===== src/rtl/exec_unit.sv =====
// RV32/RV64 execute stage: ALU, branch/jump resolution, optional M extension, registered output.
// Optional multiply/divide hardware is built only when EXEC_UNIT_M_EXT_EN is defined.
//
// state | meaning
// IDLE  | no op in progress
// DIV   | iterative divide running (counter counts down to 0, then result cycle)
// HOLD  | out_valid=1, waiting for out_ready
module exec_unit #(
  parameter int XLEN = 32,
  parameter int OP_W = 5
) (
  input  logic            clk,
  input  logic            rst,
  input  logic            flush,
  input  logic            in_valid,
  output logic            in_ready,
  input  logic [OP_W-1:0] in_op,
  input  logic [XLEN-1:0] in_a,
  input  logic [XLEN-1:0] in_b,
  input  logic [XLEN-1:0] in_next_pc,
  input  logic [XLEN-1:0] in_jump_pc,
  input  logic [4:0]      in_rd,
  output logic            out_valid,
  input  logic            out_ready,
  output logic [XLEN-1:0] out_result,
  output logic [4:0]      out_rd,
  output logic            out_redirect,
  output logic [XLEN-1:0] out_redirect_pc,
  output logic            out_illegal
);

  localparam int SHW = $clog2(XLEN);

  localparam logic [OP_W-1:0] OP_ADD   = OP_W'(0);
  localparam logic [OP_W-1:0] OP_SUB   = OP_W'(1);
  localparam logic [OP_W-1:0] OP_SLL   = OP_W'(2);
  localparam logic [OP_W-1:0] OP_SLT   = OP_W'(3);
  localparam logic [OP_W-1:0] OP_SLTU  = OP_W'(4);
  localparam logic [OP_W-1:0] OP_XOR   = OP_W'(5);
  localparam logic [OP_W-1:0] OP_SRL   = OP_W'(6);
  localparam logic [OP_W-1:0] OP_SRA   = OP_W'(7);
  localparam logic [OP_W-1:0] OP_OR    = OP_W'(8);
  localparam logic [OP_W-1:0] OP_AND   = OP_W'(9);
  localparam logic [OP_W-1:0] OP_PASSB = OP_W'(10);
  localparam logic [OP_W-1:0] OP_BEQ   = OP_W'(11);
  localparam logic [OP_W-1:0] OP_BNE   = OP_W'(12);
  localparam logic [OP_W-1:0] OP_BLT   = OP_W'(13);
  localparam logic [OP_W-1:0] OP_BGE   = OP_W'(14);
  localparam logic [OP_W-1:0] OP_BLTU  = OP_W'(15);
  localparam logic [OP_W-1:0] OP_BGEU  = OP_W'(16);
  localparam logic [OP_W-1:0] OP_JUMP  = OP_W'(17);
`ifdef EXEC_UNIT_M_EXT_EN
  localparam logic [OP_W-1:0] OP_MUL    = OP_W'(18);
  localparam logic [OP_W-1:0] OP_MULH   = OP_W'(19);
  localparam logic [OP_W-1:0] OP_MULHSU = OP_W'(20);
  localparam logic [OP_W-1:0] OP_MULHU  = OP_W'(21);
  localparam logic [OP_W-1:0] OP_DIV    = OP_W'(22);
  localparam logic [OP_W-1:0] OP_DIVU   = OP_W'(23);
  localparam logic [OP_W-1:0] OP_REM    = OP_W'(24);
  localparam logic [OP_W-1:0] OP_REMU   = OP_W'(25);
  localparam int CNT_W = $clog2(XLEN + 1);
`endif

  typedef enum logic [1:0] {IDLE, DIV, HOLD} state_t;

  state_t state, state_nxt;
  logic   accept;

  logic [XLEN-1:0] dec_result;
  logic            dec_redirect;
  logic [XLEN-1:0] dec_redirect_pc;
  logic            dec_illegal;
  logic            dec_is_div;
  logic            dec_div_signed;
  logic            dec_div_rem;

  logic            div_done;
  logic [XLEN-1:0] div_result;
  logic [4:0]      div_rd;

  logic [SHW-1:0]  shamt;
  logic            cmp_eq, cmp_lt, cmp_ltu;

  assign shamt   = in_b[SHW-1:0];
  assign cmp_eq  = (in_a == in_b);
  assign cmp_lt  = ($signed(in_a) < $signed(in_b));
  assign cmp_ltu = (in_a < in_b);
  assign accept  = in_valid & in_ready & ~flush;
  assign out_valid = (state == HOLD);

`ifdef EXEC_UNIT_M_EXT_EN
  // Operands widened by one bit so one signed multiplier covers all four variants.
  logic [XLEN:0]            mul_a_ext, mul_b_ext;
  logic signed [2*XLEN+1:0] mul_full;

  assign mul_a_ext = {((in_op == OP_MULH) || (in_op == OP_MULHSU)) & in_a[XLEN-1], in_a};
  assign mul_b_ext = {(in_op == OP_MULH) & in_b[XLEN-1], in_b};
  assign mul_full  = $signed(mul_a_ext) * $signed(mul_b_ext);
`endif

  always_comb begin
    dec_result      = '0;
    dec_redirect    = 1'b0;
    dec_redirect_pc = '0;
    dec_illegal     = 1'b0;
    dec_is_div      = 1'b0;
    dec_div_signed  = 1'b0;
    dec_div_rem     = 1'b0;
    case (in_op)
      OP_ADD:   dec_result = in_a + in_b;
      OP_SUB:   dec_result = in_a - in_b;
      OP_SLL:   dec_result = in_a << shamt;
      OP_SLT:   dec_result = {{(XLEN-1){1'b0}}, cmp_lt};
      OP_SLTU:  dec_result = {{(XLEN-1){1'b0}}, cmp_ltu};
      OP_XOR:   dec_result = in_a ^ in_b;
      OP_SRL:   dec_result = in_a >> shamt;
      OP_SRA:   dec_result = $signed(in_a) >>> shamt;
      OP_OR:    dec_result = in_a | in_b;
      OP_AND:   dec_result = in_a & in_b;
      OP_PASSB: dec_result = in_b;
      OP_BEQ:   dec_redirect = cmp_eq;
      OP_BNE:   dec_redirect = ~cmp_eq;
      OP_BLT:   dec_redirect = cmp_lt;
      OP_BGE:   dec_redirect = ~cmp_lt;
      OP_BLTU:  dec_redirect = cmp_ltu;
      OP_BGEU:  dec_redirect = ~cmp_ltu;
      OP_JUMP: begin
        dec_result      = in_next_pc;
        dec_redirect    = 1'b1;
        dec_redirect_pc = {in_jump_pc[XLEN-1:1], 1'b0};
      end
`ifdef EXEC_UNIT_M_EXT_EN
      OP_MUL:    dec_result = mul_full[XLEN-1:0];
      OP_MULH,
      OP_MULHSU,
      OP_MULHU:  dec_result = mul_full[2*XLEN-1:XLEN];
      OP_DIV:  begin dec_is_div = 1'b1; dec_div_signed = 1'b1; end
      OP_DIVU: begin dec_is_div = 1'b1; end
      OP_REM:  begin dec_is_div = 1'b1; dec_div_signed = 1'b1; dec_div_rem = 1'b1; end
      OP_REMU: begin dec_is_div = 1'b1; dec_div_rem = 1'b1; end
`endif
      default: dec_illegal = 1'b1;
    endcase
    if ((in_op >= OP_BEQ) && (in_op <= OP_BGEU) && dec_redirect)
      dec_redirect_pc = in_jump_pc;
  end

`ifdef EXEC_UNIT_M_EXT_EN
  logic [XLEN-1:0]  div_quo, div_rem, div_dvs, div_dvd;
  logic [XLEN-1:0]  div_abs_a, div_abs_b, div_quo_fix, div_rem_fix;
  logic [XLEN:0]    div_shift, div_diff;
  logic             div_ge;
  logic             div_neg_q, div_neg_r, div_zero, div_is_rem;
  logic [CNT_W-1:0] div_cnt;

  assign div_abs_a = (dec_div_signed & in_a[XLEN-1]) ? -in_a : in_a;
  assign div_abs_b = (dec_div_signed & in_b[XLEN-1]) ? -in_b : in_b;
  assign div_shift = {div_rem, div_quo[XLEN-1]};
  assign div_diff  = div_shift - {1'b0, div_dvs};
  assign div_ge    = ~div_diff[XLEN];
  assign div_done  = (state == DIV) && (div_cnt == '0);

  assign div_quo_fix = div_neg_q ? -div_quo : div_quo;
  assign div_rem_fix = div_neg_r ? -div_rem : div_rem;
  // Divide by zero bypasses the sign fix-up: quotient all-ones, remainder is the raw dividend.
  assign div_result  = div_zero ? (div_is_rem ? div_dvd : '1)
                                : (div_is_rem ? div_rem_fix : div_quo_fix);

  always_ff @(posedge clk or posedge rst) begin
    if (rst) begin
      div_quo    <= '0;
      div_rem    <= '0;
      div_dvs    <= '0;
      div_dvd    <= '0;
      div_neg_q  <= 1'b0;
      div_neg_r  <= 1'b0;
      div_zero   <= 1'b0;
      div_is_rem <= 1'b0;
      div_rd     <= '0;
      div_cnt    <= '0;
    end else if (flush) begin
      div_cnt <= '0;
    end else if (accept && dec_is_div) begin
      div_quo    <= div_abs_a;
      div_rem    <= '0;
      div_dvs    <= div_abs_b;
      div_dvd    <= in_a;
      div_neg_q  <= dec_div_signed & (in_a[XLEN-1] ^ in_b[XLEN-1]);
      div_neg_r  <= dec_div_signed & in_a[XLEN-1];
      div_zero   <= (in_b == '0);
      div_is_rem <= dec_div_rem;
      div_rd     <= in_rd;
      div_cnt    <= CNT_W'(XLEN);
    end else if ((state == DIV) && (div_cnt != '0)) begin
      div_rem <= div_ge ? div_diff[XLEN-1:0] : div_shift[XLEN-1:0];
      div_quo <= {div_quo[XLEN-2:0], div_ge};
      div_cnt <= div_cnt - 1'b1;
    end
  end
`else
  assign div_done   = 1'b0;
  assign div_result = '0;
  assign div_rd     = '0;
`endif

  always_ff @(posedge clk or posedge rst) begin
    if (rst) state <= IDLE;
    else     state <= state_nxt;
  end

  always_comb begin
    state_nxt = state;
    in_ready  = 1'b0;
    case (state)
      IDLE: begin
        in_ready = 1'b1;
        if (accept) state_nxt = dec_is_div ? DIV : HOLD;
      end
      HOLD: begin
        in_ready = out_ready;
        if (accept)         state_nxt = dec_is_div ? DIV : HOLD;
        else if (out_ready) state_nxt = IDLE;
      end
      DIV: begin
        if (div_done) state_nxt = HOLD;
      end
      default: state_nxt = IDLE;
    endcase
    if (flush) state_nxt = IDLE;
  end

  always_ff @(posedge clk or posedge rst) begin
    if (rst) begin
      out_result      <= '0;
      out_rd          <= '0;
      out_redirect    <= 1'b0;
      out_redirect_pc <= '0;
      out_illegal     <= 1'b0;
    end else if (flush) begin
      out_result      <= '0;
      out_rd          <= '0;
      out_redirect    <= 1'b0;
      out_redirect_pc <= '0;
      out_illegal     <= 1'b0;
    end else if (accept && !dec_is_div) begin
      out_result      <= dec_result;
      out_rd          <= in_rd;
      out_redirect    <= dec_redirect;
      out_redirect_pc <= dec_redirect_pc;
      out_illegal     <= dec_illegal;
    end else if (div_done) begin
      out_result      <= div_result;
      out_rd          <= div_rd;
      out_redirect    <= 1'b0;
      out_redirect_pc <= '0;
      out_illegal     <= 1'b0;
    end else if ((state == HOLD) && out_ready) begin
      // Drained without a new single-cycle result: drop stale redirect/illegal flags.
      out_redirect    <= 1'b0;
      out_redirect_pc <= '0;
      out_illegal     <= 1'b0;
    end
  end

endmodule

===== config.mk =====
export PLATFORM = sky130hd
export DESIGN_NAME = exec_unit
export DESIGN_NICKNAME = d
export VERILOG_FILES = /design/src/rtl/exec_unit.sv
export SDC_FILE = /design/constraint.sdc
export NUM_CORES = 1
export LEC_CHECK = 0
export CAP_MARGIN = 20
export CORE_AREA = 4 4 182 184
export CTS_BUF_LIST = sky130_fd_sc_hd__clkbuf_8
export CTS_CLUSTER_DIAMETER = 40
export DETAILED_ROUTE_END_ITERATION = 8
export DIE_AREA = 0 0 186 188
export SKIP_CTS_REPAIR_TIMING = 1
export SYNTH_ARGS = -nofsm -noshare
export SYNTH_HDL_FRONTEND = slang
export SYNTH_SLANG_ARGS = --single-unit

===== constraint.sdc =====
create_clock -name clk -period 2.45 [get_ports clk]
set_input_delay 0.245 -clock clk [delete_from_list [all_inputs] [get_ports clk]]
set_output_delay 0.245 -clock clk [all_outputs]
set_load 0.05 [all_outputs]

* Yosys cells after proc, flatten, opt, wreduce, memory -nomap -nowiden
Index checks and enable logic that the tools add are counted.
Storage, ports and cells: bits in registers 73, output and inout bits 73
Operators by class: $add $sub $neg 2, magnitude comparators 4, equal/unequal tests 23, shift operators 3, muxes and demuxes 23, bitwise logic cells 9, reductions and logical operators 9
Operators by type and width (count):
- case mux 32 bit (12 select lines) | 1
- two-way mux 32 bit | 7
- less-than comparator 32 bit | 2
- equality test 5 x 4 -> 1 bit, second input constant | 8
- adder 32 bit | 1
- bitwise AND 32 bit | 1
- equality test 32 bit | 1
- bitwise OR 32 bit | 1
- << shifter 32 x 5 -> 32 bit | 1
- right shift 32 x 5 -> 32 bit | 1
- >>> shifter 32 x 5 -> 32 bit | 1
- subtractor 32 bit | 1
- bitwise XOR 32 bit | 1
- equality test 5 x 3 -> 1 bit, second input constant | 4
- OR reduction 18 bit | 1
- equality test 5 x 2 -> 1 bit, second input constant | 2
- equality test 5 bit, second input constant | 2
- two-way mux 5 bit | 2
- two-way mux 2 bit | 4
- case mux 1 bit (7 select lines) | 1
- two-way mux 1 bit | 6
- case mux 2 bit (3 select lines) | 1
- equality test 5 x 1 -> 1 bit, second input constant | 1
- greater-or-equal comparator 5 x 4 -> 1 bit, second input constant | 1
- 15 further kinds | 21

* Depth between registers and ports, before layout
Gate-level depths: netlist of run 1.
depth after elaboration 7, gate-level depth with buffers 15, gate-level depth less buffers 13

* Worst setup path after synthesis of run 1
No wires, ideal clock.
path type input port to flip-flop, start point input in_b[2], end point register out_result[21], setup time 0.132 ns, arrival time 3.460 ns, required time 2.318 ns, path slack -1.142 ns, stages on the path 15, path buffers 4, cell sequence clkbuf_1 inv_1 clkbuf_1 clkbuf_1 ha_1 buf_2 o211ai_1 o211a_1 o211ai_2 a21boi_2 o21bai_1 a221o_1 a221o_1 a221oi_1 o21ai_1
Between the ends: cells in the longest elaborated chain, start to end 4, elaborated cells on any way between the ends 8, classes of those cells add/sub: 2; shift: 3; mux: 3
RTL lines:
- start, declared | line 19 | input logic [XLEN-1:0] in_b,
- subtractor 32 bit (tied with other cells) | line 111 | OP_SUB: dec_result = in_a - in_b;
- case mux 32 bit (12 select lines) (*) | line 109 | case (in_op)
- two-way mux 32 bit (*) | line 245 | end else if (accept && !dec_is_div) begin
- two-way mux 32 bit (*) | line 239 | end else if (flush) begin
- end signal, assigned | line 246 | out_result <= dec_result;
- end signal, assigned | line 252 | out_result <= div_result;
- end, declared | line 25 | output logic [XLEN-1:0] out_result,
Every way passes the cells marked *; elsewhere a longest branch is shown, timed or not. The select of a mux whose other input is x is not followed. A chain may end at the register's enable or synchronous reset.

* Worst setup path in the final report of run 1
start point input in_a[14], end point register out_result[19]
Between the ends: cells in the longest elaborated chain, start to end 4, elaborated cells on any way between the ends 8, classes of those cells add/sub: 2; shift: 3; mux: 3
RTL lines:
- start, declared | line 18 | input logic [XLEN-1:0] in_a,
- subtractor 32 bit (tied with other cells) | line 111
- case mux 32 bit (12 select lines) (*) | line 109
- two-way mux 32 bit (*) | line 245
- two-way mux 32 bit (*) | line 239
Marked as above.

==> results of run 1 <==
## cells by family (layout without fill, tap and decap cells)
kind of cell | Yosys count | count (layout) | share of synthesized area (%)
compound gates | 599 | 599 | 35.3
other cells | 0 | 1 | 0
simple gates | 492 | 492 | 18.6
mux | 98 | 98 | 13.3
buf+inv | 234 | 961 | 8.17
flops | 72 | 72 | 14.5
fa+ha+maj | 99 | 99 | 10.1
## synth_stat cells (13+ instances only)
| library cell | n |
|---|---|
| a211oi_1 | 24 |
| a21o_1 | 24 |
| a21oi_1 | 110 |
| a221oi_1 | 46 |
| a22o_1 | 21 |
| a22oi_1 | 28 |
| and3_1 | 13 |
| buf_1 | 14 |
| buf_2 | 29 |
| buf_6 | 13 |
| clkbuf_1 | 77 |
| dfrtp_1 | 72 |
| ha_1 | 97 |
| inv_1 | 91 |
| mux2i_1 | 36 |
| mux4_2 | 53 |
| nand2_1 | 148 |
| nand3_1 | 60 |
| nor2_1 | 153 |
| nor3_1 | 26 |
| o211ai_1 | 72 |
| o211ai_2 | 30 |
| o21ai_0 | 57 |
| o21ai_1 | 43 |
| o21bai_1 | 13 |
| o221ai_1 | 15 |
## registers in the layout (all words and copies together) (netlist names)
register         count
out_illegal          1
out_rd               5
out_redirect         1
out_redirect_pc     32
out_result          32
state                1
## worst min-delay path, delay by kind of cell
family / cells / cell delay, ns
buf+inv: 3 / 0.91
## cell type report
type                            instances  area share (%)
Multi-Input combinational cell       1288            52.0
Antenna cell                            1          0.0116
Tap cell                              402            2.32
Sequential cell                        72            8.33
Inverter                              100            1.92
Clock inverter                          7           0.370
Timing Repair Buffer                  845            34.5
Clock buffer                            9           0.572
## power by group through the flow
stage	Combinational (W)	Clock, W	Sequential, W
floorplan	0.00154	0	0.00140
global placement	0.00355	0	0.00127
detailed placement	0.00357	0	0.00127
global route	0.00445	0.00110	0.00125
finish	0.00425	0.00103	0.00125
CTS	0.00359	0.00104	0.00125
## routing by layer
layer	vias to the layer above	track usage [%]
met3	268	5.18
li1	7563	-
met5	-	0
met1	8261	47.9
met2	1065	60.3
met4	0	21.4
## placed cells by master (no fill, tap or decap), types with 39 or more instances in the layout
cell             count
clkdlybuf4s50_1    150
inv_1               39
dfrtp_1             72
a21oi_1             89
nor2_1             138
buf_6               39
o21ai_1             42
inv_2               48
o211ai_1            72
nand2_1            143
mux4_2              53
o21ai_0             43
nand3_1             57
buf_4              571
ha_1                50
## metrics by stage
stage	setup slack, ns	utilization [%]
finish	-0.220	68.9
global route	-0.225	68.9
detailed placement	-1.43	60.7
floorplan	-0.493	-
global placement	-1.41	60.7
CTS	-1.04	61.3
## path summary, 6_finish.rpt
path,slack (ns),endpoint,start,depth (start not counted)
setup / recovery,-0.22,out_result[19],in_a[14],14
hold / removal,0.33,out_rd[1],rst,3
setup reg to reg,0.48,out_result[0],state[1],10
hold reg to reg,0.48,out_result[23],out_result[23],2
max in group asynchronous,1.74,out_result[22],rst,3
min in group clk,0.45,out_rd[2],in_rd[2],2
==> results.md, run 1 <==
- By area the synthesized netlist is led by dfrtp_1, ha_1, mux4_2.
- The initial DRC count is 1843.
- The pre-antenna-repair detailed-routing pass consisted of 5 iterations.
- Summing every instance area after synthesis gives 12400 um^2.
- Of the total power, combinational logic draws between 60% and 70%.
- On the worst path, the slowest cell contributes a delay of about 0.36 ns.
- During I/O placement, the number of pins put on the boundary was 216.
- The clock net in this run drives a total of 72 sinks.
- The number of I/O port buffers is about 220.
- The clock network fraction of design power is 15.8%.
- Setup repair after global routing could not meet its margin everywhere.
- The final instance area is 21600 um^2.
- For this run, asynchronously set or reset flops after synthesis account for 100%.
- The placed instances occupy a cell area of around 19000 um^2.
- Max-cap violations in this run came to 0.
- The final hold slack is about 0.33 ns.
- In the routed design, unresolved DRC markers number 0.
- The cell type with the highest aggregate area in the netlist is dfrtp_1.
- The first global-routing pass estimated ~100000 um of wire.
- A synthesized cell averages 7.80 um^2.
- The fill cell total of the finished layout is 2634.
- Including well taps, the total number of placed cells is 2644.
- The flip-flop cell with the highest count after synthesis is dfrtp_1.
- The clock tree skew after final layout is 0.0169 ns.
- The count of buffering cells on the critical path with inverters included is 5.
- The multi-input combinational cells in the finished layout cover a total of between 10000 and 15000 um^2.
- Setup violations remaining at the end of the flow were counted as 46.
- Dividing the detail-routed wire length by the instance count gives around 26 um.
- The number of non-filler instances in the completed layout is between 2000 and 3000.
- In this run, synthesis inferred 0 flip-flops with an integrated enable.
- The met3 layer wire length in the routed design is 5830 um.
- The most numerous cell type found on the critical path is buf_4.
- The share of final-layout standard cells stronger than drive strength 1 is a little under half.
- Counting along the longest clock path gives a buffer depth of 2.
- The die area is 35000 um^2.
- The worst path required time is 2.71 ns.
- The startpoint type of the worst setup path is a primary input.
- The maximum operating frequency is 0.375 GHz.
- The final reports fail on negative setup slack.
- Internal power comes to 0.00370 W.
- The actual transition at the worst max-transition pin is around 0.71 ns.
- After detailed routing, the wire length on met1 is between 20000 and 30000 um.
- The count of H-tree levels built during CTS is 3.
- The pin count of the biggest net entering global routing is 72.
- The signal arrival time at the worst endpoint is just under 3 ns.
- In this run the power density over the cells is 302 nW/um^2.
- The number of global-route vias before repair is 16200.
- The antenna violation net count after detailed routing is 0.
- For this run, the number of Yosys warnings is 0.
- Net switching is roughly 43% of the power.
- The top-area cell type share of the netlist area is around 14%.
- The net load switching power is 0.00283 W.
- The netlist uses 95 different library cells.
- The sequential standard cell area is roughly 1800 um^2.
- Synthesis produced 1594 cells.
- The die height is ~190 um.
- In this run the top signal layer used is met4.
- The endpoint kind of the worst setup timing path is a flip-flop.
- Of all nets on the critical path, the largest fanout is 5.
- The wire length after detailed routing is 71900 um.
- The number of antenna violations at the first check in global routing is 1.
- The layout net count is between 2000 and 3000.
- The worst supply voltage drop on vdd is between 150 and 200 uV.
- Across all setup checks in the final design, the least slack found is -0.220 ns.
- The via density per instance is approximately 6.3.
- The leakage power total is 9.69 nW.
- The floorplan core area is about 31000 um^2.
- The worst-case headroom to the max-slew limit is between 50% and 60%.
- The initial cell density of the core is 39.6%.
- The amount of wire on met2 after detailed routing is between 30000 and 40000 um.
- The minimum clock period after layout is around 2.7 ns.
- Counting every net in the synthesized netlist gives 1836.
- TritonCTS created 9 clock buffers.
- The die is 186 um wide.
- The final setup TNS is -4.84 ns.
- Relative to the synthesized area, the layout overhead comes to 74.0%.
- The overall power consumption is about 0.0065 W.
- The post-DP HPWL is 56000 um.
- The final clock period utilization by the worst path is 109%.
- Synthesis inferred 72 register bits.
- The kind of critical path is in2reg.
- The count of pins over their slew limit came to 0.
- The clock input transition at the sequential cells of the worst setup and hold paths is about 0.090 ns.
- In this run the clock root is driven by a clkbuf_8.
- The routed layout has 17200 vias.
- The TritonCTS clock tree is built.
- The largest individual stage delay along the critical path comes from the cell a211oi_4.
- The insertion delay to the later sink of the worst-skew pair is a little under 0.4 ns.
- The final weighted congestion in routability-driven placement is 1.05.
- Global routing used 37.5% of the available tracks across all layers.
- The cell class contributing the biggest share of worst-path delay is compound AO/OA/AOI/OAI gates.
- The min-delay analysis places its worst path in the category in2async.
- The run finished, with violations left.
- Sequential cells burn 19.1% of the power.
- The register area share after synthesis is 14.5%.
- The floorplan row count is 65.
- The count of endpoints failing hold in the final timing report was 0.
- Traced cell by cell, the critical path runs through clkbuf_2 > inv_1 > ha_4 > inv_2 > nand2_4 > nor4_4 > o211ai_1 > buf_4 > a211oi_4 > nor2_1 > a211o_1 > a211oi_2 > buf_4 > o21ai_1.
- The total overflow left after global routing is 0.
Note: power is estimated with default switching activity, not from simulation.
==> run 2, diff against run 1 <==
--- a/config.mk
+++ b/config.mk
@@ -11,6 +11,7 @@
 export CTS_CLUSTER_DIAMETER = 40
 export DETAILED_ROUTE_END_ITERATION = 8
 export DIE_AREA = 0 0 186 188
+export GPL_ROUTABILITY_DRIVEN = 0
 export SKIP_CTS_REPAIR_TIMING = 1
 export SYNTH_ARGS = -nofsm -noshare
 export SYNTH_HDL_FRONTEND = slang
==> run 2 against run 1 <==
  * The flow still finishes with violations (negative setup slack)
  * Power shrank 2.2%
  * Via count shrank 0.27%
  * Routed wire length shrank 7.5%
  * Critical endpoint is now out_redirect_pc[25]
  * Clock skew shrank 0.0081 ns
  * Combinational power shrank 3%
  * Fmax shrank 5.1%
  * Final area shrank 2.8%
  * Die area is the same
==> results.md, run 2 (synthesis gave the netlist of run 1 again) <==
- In this run the vertical extent of the chip is roughly 190 um.
- Once the floorplan was initialized, standard cells occupied 39.6% of the core.
- The first global-routing pass estimated 91600 um of wire.
- The maximum operating frequency is between 0.3 and 0.4 GHz.
- The top cell types in the final layout, fill and taps aside, are buf_4, clkdlybuf4s50_1, nand2_1, nor2_1, a21oi_1.
- The kind of critical path is in2reg.
- The clock tree skew after final layout is ~0.0088 ns.
- In the final layout, the multi-input gates occupy 11200 um^2.
- The leading cell type in the layout, fill and taps excluded is buf_4.
- VDD sags by at most 195 uV.
- The iteration count of the initial detailed-routing pass is 6.
- The actual transition at the worst max-transition pin is 0.655 ns.
- The power density of the placed cells is 304 nW/um^2.
- In this run the tool buffered the top-level ports with between 200 and 250 buffer cells.
- After legalization and detailed placement, the total HPWL measured 50200 um.
- For this run, the post-layout net count is 2490.
- The root buffer cell is clkbuf_8.
- Global routing finished with a remaining overflow of 0.
- In the final layout, the share of cells above drive strength 1 is between 40 and 50%.
- The die width is approximately 190 um.
- The count of pins over their slew limit came to 0.
- The number of top-level design ports is between 200 and 250.
- The sequential standard cell area is 1800 um^2.
- The floorplan row count is between 60 and 70.
- In this run the critical register-to-register path is captured at out_result[0].
- At the placement stage, the worst setup path has a slack of -1.32 ns.
- The worst setup path is launched from a primary input.
- Summed over all layers, the routed wires come to roughly 66000 um.
- The overall power consumption is 0.00639 W.
- No sink is reached through more buffers than the 2 on the longest clock path.
- The number of setup violations in the final report is 49.
- The flow ran to the end, but the final reports show violations.
- The die area is ~35000 um^2.
- The initial DRC count is 2391.
- Subtracting the final worst setup slack from the clock period gives 2.81 ns.
- Counting cells, the worst reg-to-reg path comes to 9.
- Counting the fill cells in the layout gives between 2000 and 3000.
- Along the worst path, the maximum fanout reaches 8.
- In this run the tightest slew margin relative to its limit is 56.3%.
- The insertion delay to the later sink of the worst-skew pair is 0.38 ns.
- Detailed routing inserted a total of about 17000 vias.
- Global routing used 33.6% of the available tracks.
- The routed wirelength normalized by instance count is 25.0 um.
- For this run, design rule violations remaining after detail routing come to 0.
- The pin count of the biggest net entering global routing is 73.
- The number of global-route vias before repair is 15500.
- Clock-pin slew was measured on the worst setup and hold paths at 0.09 ns.
- The start of the worst register-to-register path is state[1].
- The area growth from synthesis to layout is 69.0%.
- The worst min-delay path category is in2async.
- The number of antenna violations at the first check in global routing is 1.
- The analysis attributes to cell leakage a power of around 9.3 nW.
- The endpoint kind of the worst setup timing path is a flip-flop.
- For flop-to-flop paths, the worst setup slack is 0.34 ns.
- The total CTS buffers is 9.
- The final clock period utilization by the worst path is 115%.
- The total number of clock tree sinks is 72.
- The number of violations of the max-capacitance limit is 0.
- Setup repair after global routing could not meet its margin everywhere.
- The count of endpoints failing hold in the final timing report was 0.
- The worst path required time is 2.76 ns.
- The total area inside the core boundary comes to roughly 31000 um^2.
- The checks that failed: negative setup slack.
- The largest registers in the layout are out_redirect_pc: 32 flops, out_result: 32 flops, out_rd: 5 flops.
- Measured on the finished design, the core utilization comes to 67.0%.
- Across all setup checks in the final design, the least slack found is -0.362 ns.
- TritonCTS built the clock tree.
- Using the TritonRoute via totals, the vias-per-cell ratio works out to 6.44.
- The count of H-tree levels built during CTS is 3.
- For the worst setup path, the data arrival time is 3.12 ns.
- The antenna violation net count after detailed routing is 0.
==> run 2: changes by cell type in the layout (fill, tap and decap cells not counted), moves of 6 or more <==
| cell | change |
|---|---|
| inv_1 | +8 |
| inv_2 | -6 |
| a21oi_2 | +7 |
| buf_4 | -58 |
| a21oi_1 | -8 |
==> run 2: where the power goes <==
part	internal [W]	switching (W)	total (W)
sequential	0.00122	0.0000239	0.00125
clock	0.000511	0.000514	0.00102
combinational	0.00190	0.00221	0.00411
total	0.00363	0.00275	0.00639
==> run 2: area by class of cell <==
class                           count  share of cell area [%]
Multi-Input combinational cell   1288                    53.5
Antenna cell                        1                  0.0119
Timing Repair Buffer              777                    32.6
Sequential cell                    72                    8.57
Clock inverter                      6                   0.345
Tap cell                          402                    2.39
Inverter                          100                    1.95
Clock buffer                       10                   0.655
==> run 2: routing by layer <==
metal / part of all wire [%] / vias to the layer above / track usage [%]
met2: 43 / 1229 / 51.3
met1: 37 / 8103 / 43.8
met3: 11 / 363 / 5.94
met4: 9.1 / 2 / 21.2
li1: - / 7414 / -
met5: 0.030 / - / 0
==> run 2: through the flow <==
stage               instances  hold WS, ns  setup TNS, ns  area, um^2
floorplan                1594        0.308         -10.57       12700
global placement         2590        0.461         -64.91       18700
detailed placement       2590        0.470         -68.36       18700
CTS                      2606        0.281         -43.12       18900
global route             2655        0.304         -13.40       21000
finish                   2656        0.276         -12.12       21000
==> run 2: worst max-delay path: stages <==
cell	delay, ns
buf_2	0.16
inv_1	0.09
ha_4	0.24
or2_4	0.25
or2_4	0.26
nor2_4	0.13
nor4b_4	0.36
nand4_1	0.34
mux2i_2	0.27
o22ai_4	0.31
clkbuf_16	0.25
o211ai_2	0.08
nand3_1	0.12
==> run 2: how the worst max path moves through the flow <==
stage / start / end
CTS: in_a[21] / out_redirect_pc[30]
detailed placement: in_a[21] / out_redirect_pc[30]
global route: in_b[21] / out_redirect_pc[20]
global placement: in_a[21] / out_redirect_pc[29]
finish: in_a[23] / out_redirect_pc[25]
floorplan: in_b[2] / out_result[21]
==> run 3, diff against run 2 <==
--- a/config.mk
+++ b/config.mk
@@ -12,7 +12,9 @@
 export DETAILED_ROUTE_END_ITERATION = 8
 export DIE_AREA = 0 0 186 188
 export GPL_ROUTABILITY_DRIVEN = 0
+export PLACE_DENSITY_LB_ADDON = 0.25
 export SKIP_CTS_REPAIR_TIMING = 1
 export SYNTH_ARGS = -nofsm -noshare
 export SYNTH_HDL_FRONTEND = slang
 export SYNTH_SLANG_ARGS = --single-unit
+export TNS_END_PERCENT = 1
==> run 3 against run 2 <==
  * The run still ends with negative setup slack left
  * Non-clock buffer count shrank 38
  * Combinational power shrank 5.8%
  * Routed wire length shrank 3.4%
  * Die area is the same
  * Sequential share of layout area grew 0.34 points
  * Clock power is essentially flat
  * Core utilization shrank 2.6 points
  * Global-route usage shrank 0.30 points
  * Critical path depth is the same
  * Hold slack lost 0.034 ns
  * Count of clock-buffer cells in the layout is the same
==> results.md, run 3 (synthesis gave the netlist of run 1 again) <==
- The run finished, with violations left.
- Excluding fillers, the count of instances in the completed layout stands at 2617.
- Derived from the worst setup path, the maximum achievable clock frequency is 0.374 GHz.
- The core region is roughly 31000 um^2.
- The leading cell type in the layout, fill and taps excluded is buf_4.
- The start of the worst register-to-register path is state[1].
- The startpoint type of the worst setup path is a primary input.
- The first global-routing pass estimated a little over 90000 um of wire.
- The via density per instance is 6.48.
- The layout has ~2600 filler cells.
- The final layout contains 2452 nets.
- The number of top-level design ports is 216.
- The number of setup violations in the final report is 49.
- The die width is roughly 190 um.
- The signal arrival time at the worst endpoint is between 2 and 3 ns.
- The highest layer used for signal routing is met4.
- Setup repair after global routing could not meet its margin everywhere.
- STA classifies the critical path endpoint as a flip-flop.
- The number of global-route vias before repair is 15800.
- The floorplan row count is 65.
- The power density of the placed cells is 304 nW/um^2.
- The post-route netlist has 40.1% of its cells at a drive strength greater than 1.
- After the first detailed-routing iteration, the DRC count stood at 2539.
- The worst register-to-register path has a depth of 9.
- Summing all multi-input logic gate instances after layout gives 10800 um^2.
- The overflow left after global routing is 0.
- CTS saw 72 sinks.
- Wire segments on met3 add up to 8010 um in the final route.
- For this block, wires on met1 add up to 23100 um.
- Measured along the y axis, the die boundary spans roughly 190 um.
- The longest clock path from root to sink contains 2 buffers.
- The count of pins over their slew limit is 0.
- The clock input transition at the sequential cells of the worst setup and hold paths is 0.09 ns.
- Global routing used 33.3% of the available tracks across all layers.
- The worst hold path belongs to the class in2async.
- The routed wirelength normalized by instance count is roughly 25 um.
- The most critical setup path has its startpoint at in_b[4].
- In the final layout, the registers with the most flip-flops are out_redirect_pc: 32 flops, out_result: 32 flops, out_rd: 5 flops.
- Once the floorplan was initialized, standard cells occupied 39.6% of the core.
- The repair_antennas step left the layout with diodes totalling 0.
- The number of violations of the max-capacitance limit is 0.
- TritonCTS built the clock tree.
- Including well taps, the total number of placed cells is 2581.
- The amount of wire on met2 after detailed routing is 27300 um.
- The leakage power total is between 9 and 10 nW.
- The antenna violation net count after detailed routing is 0.
- Detailed routing inserted a total of 17000 vias.
- After legalization and detailed placement, the total HPWL measured 49400 um.
- The number of antenna violations at the first check in global routing is 0.
- The top fanout value on the critical path is 6.
- The setup slack of the worst register-to-register path is 0.33 ns.
- The first detailed-routing pass ran for 6 iterations.
- Dividing the final minimum period by the clock period gives 109%.
- In this run the clock root is driven by a clkbuf_8.
- The count of endpoints failing hold in the final timing report is 0.
- The least setup slack across all paths after layout is -0.227 ns.
- The final routed DRC violation total is 0.
- The final reports fail on negative setup slack.
- The clock arrives with 0.0129 ns of skew.
- The number of I/O port buffers is 215.
- The sequential standard cell area is 1800 um^2.
- The routed design has roughly 64000 um of wire.
- The worst path in the final design needs a cycle of 2.68 ns, including I/O delays and setup.
- At the pin with the least slew margin, the transition time is 0.741 ns.
- In the layout the commonest cells are buf_4, clkdlybuf4s50_1, nand2_1, nor2_1, a21oi_1.
- The die covers 35000 um^2.
- Counting the buffers created by CTS gives 9.
- In this run the tightest slew margin relative to its limit is 50.3%.
- From synthesis to final layout, the design area changed by 62.5%.
- Summed over all failing endpoints, the final setup total negative slack is -6.90 ns.
- The insertion delay to the later sink of the worst-skew pair is 0.37 ns.
- The pin count of the biggest net entering global routing is 72.
- The endpoint of the most critical register-to-register path is out_result[0].
- The count of H-tree levels built during CTS is 3.
- The kind of critical path is in2reg.
- IR analysis of the VDD net gives a maximum drop of 255 uV.
- The worst path required time is 2.76 ns.
==> run 3: changes by cell type in the layout (fill, tap and decap cells not counted), sizes merged <==
cell,delta
dlymetal6s2s,+9
diode,-1
clkdlybuf4s50,-1
clkbuf,+5
buf,-51
==> run 3: critical path, stage by stage <==
cell and delay [ns]:
dlymetal6s2s_1 0.13, inv_2 0.07, ha_4 0.29, nor2_4 0.10, o211ai_1 0.15, a21oi_2 0.25, o211ai_1 0.14, buf_4 0.19
a211oi_4 0.41, o2111a_1 0.33, o211ai_1 0.15, a2111o_1 0.44, nand3_1 0.08
==> run 3: where the power goes <==
group / internal (W) / leakage, nW / total, W / switching (W)
registers: 0.00122 / 0.994 / 0.00125 / 0.0000244
logic: 0.00177 / 8.00 / 0.00387 / 0.00210
clock network: 0.000500 / 0.0949 / 0.00102 / 0.000519
==> run 3: worst max-delay path by stage <==
| stage | to | depth (start not counted) |
|---|---|---|
| 6_report | out_result[31] | 13 |
| 5_1_grt | out_result[27] | 14 |
| 4_1_cts | out_result[21] | 13 |
| 3_5_place_dp | out_result[21] | 12 |
| 3_3_place_gp | out_result[21] | 13 |
| 2_1_floorplan | out_result[21] | 15 |
==> run 3: layout make-up <==
type	instances	share of cell area, %
Clock buffer	10	0.681
Clock inverter	6	0.328
Inverter	100	1.96
Multi-Input combinational cell	1288	53.4
Sequential cell	72	8.91
Tap cell	402	2.49
Timing Repair Buffer	739	32.2
==> run 3: metal layers <==
metal  GRT usage [%]  up-vias
met4            21.7        0
met5               0        -
met3            7.95      345
li1                -     7332
met2            49.8     1315
met1            42.6     7959
==> run 3: metrics by stage <==
stage | area, um^2 | hold WS [ns] | util (%) | setup WS, ns | power (W)
final | 20200 | 0.242 | 64.4 | -0.227 | 0.00614
after floorplan | 12600 | 0.308 | - | -0.493 | 0.00291
after CTS | 18700 | 0.252 | 59.7 | -0.778 | 0.00566
after detailed placement | 18500 | 0.466 | 59.0 | -1.17 | 0.00465
after global routing | 20200 | 0.274 | 64.4 | -0.331 | 0.00638
after global placement | 18500 | 0.462 | 59.0 | -1.15 | 0.00460
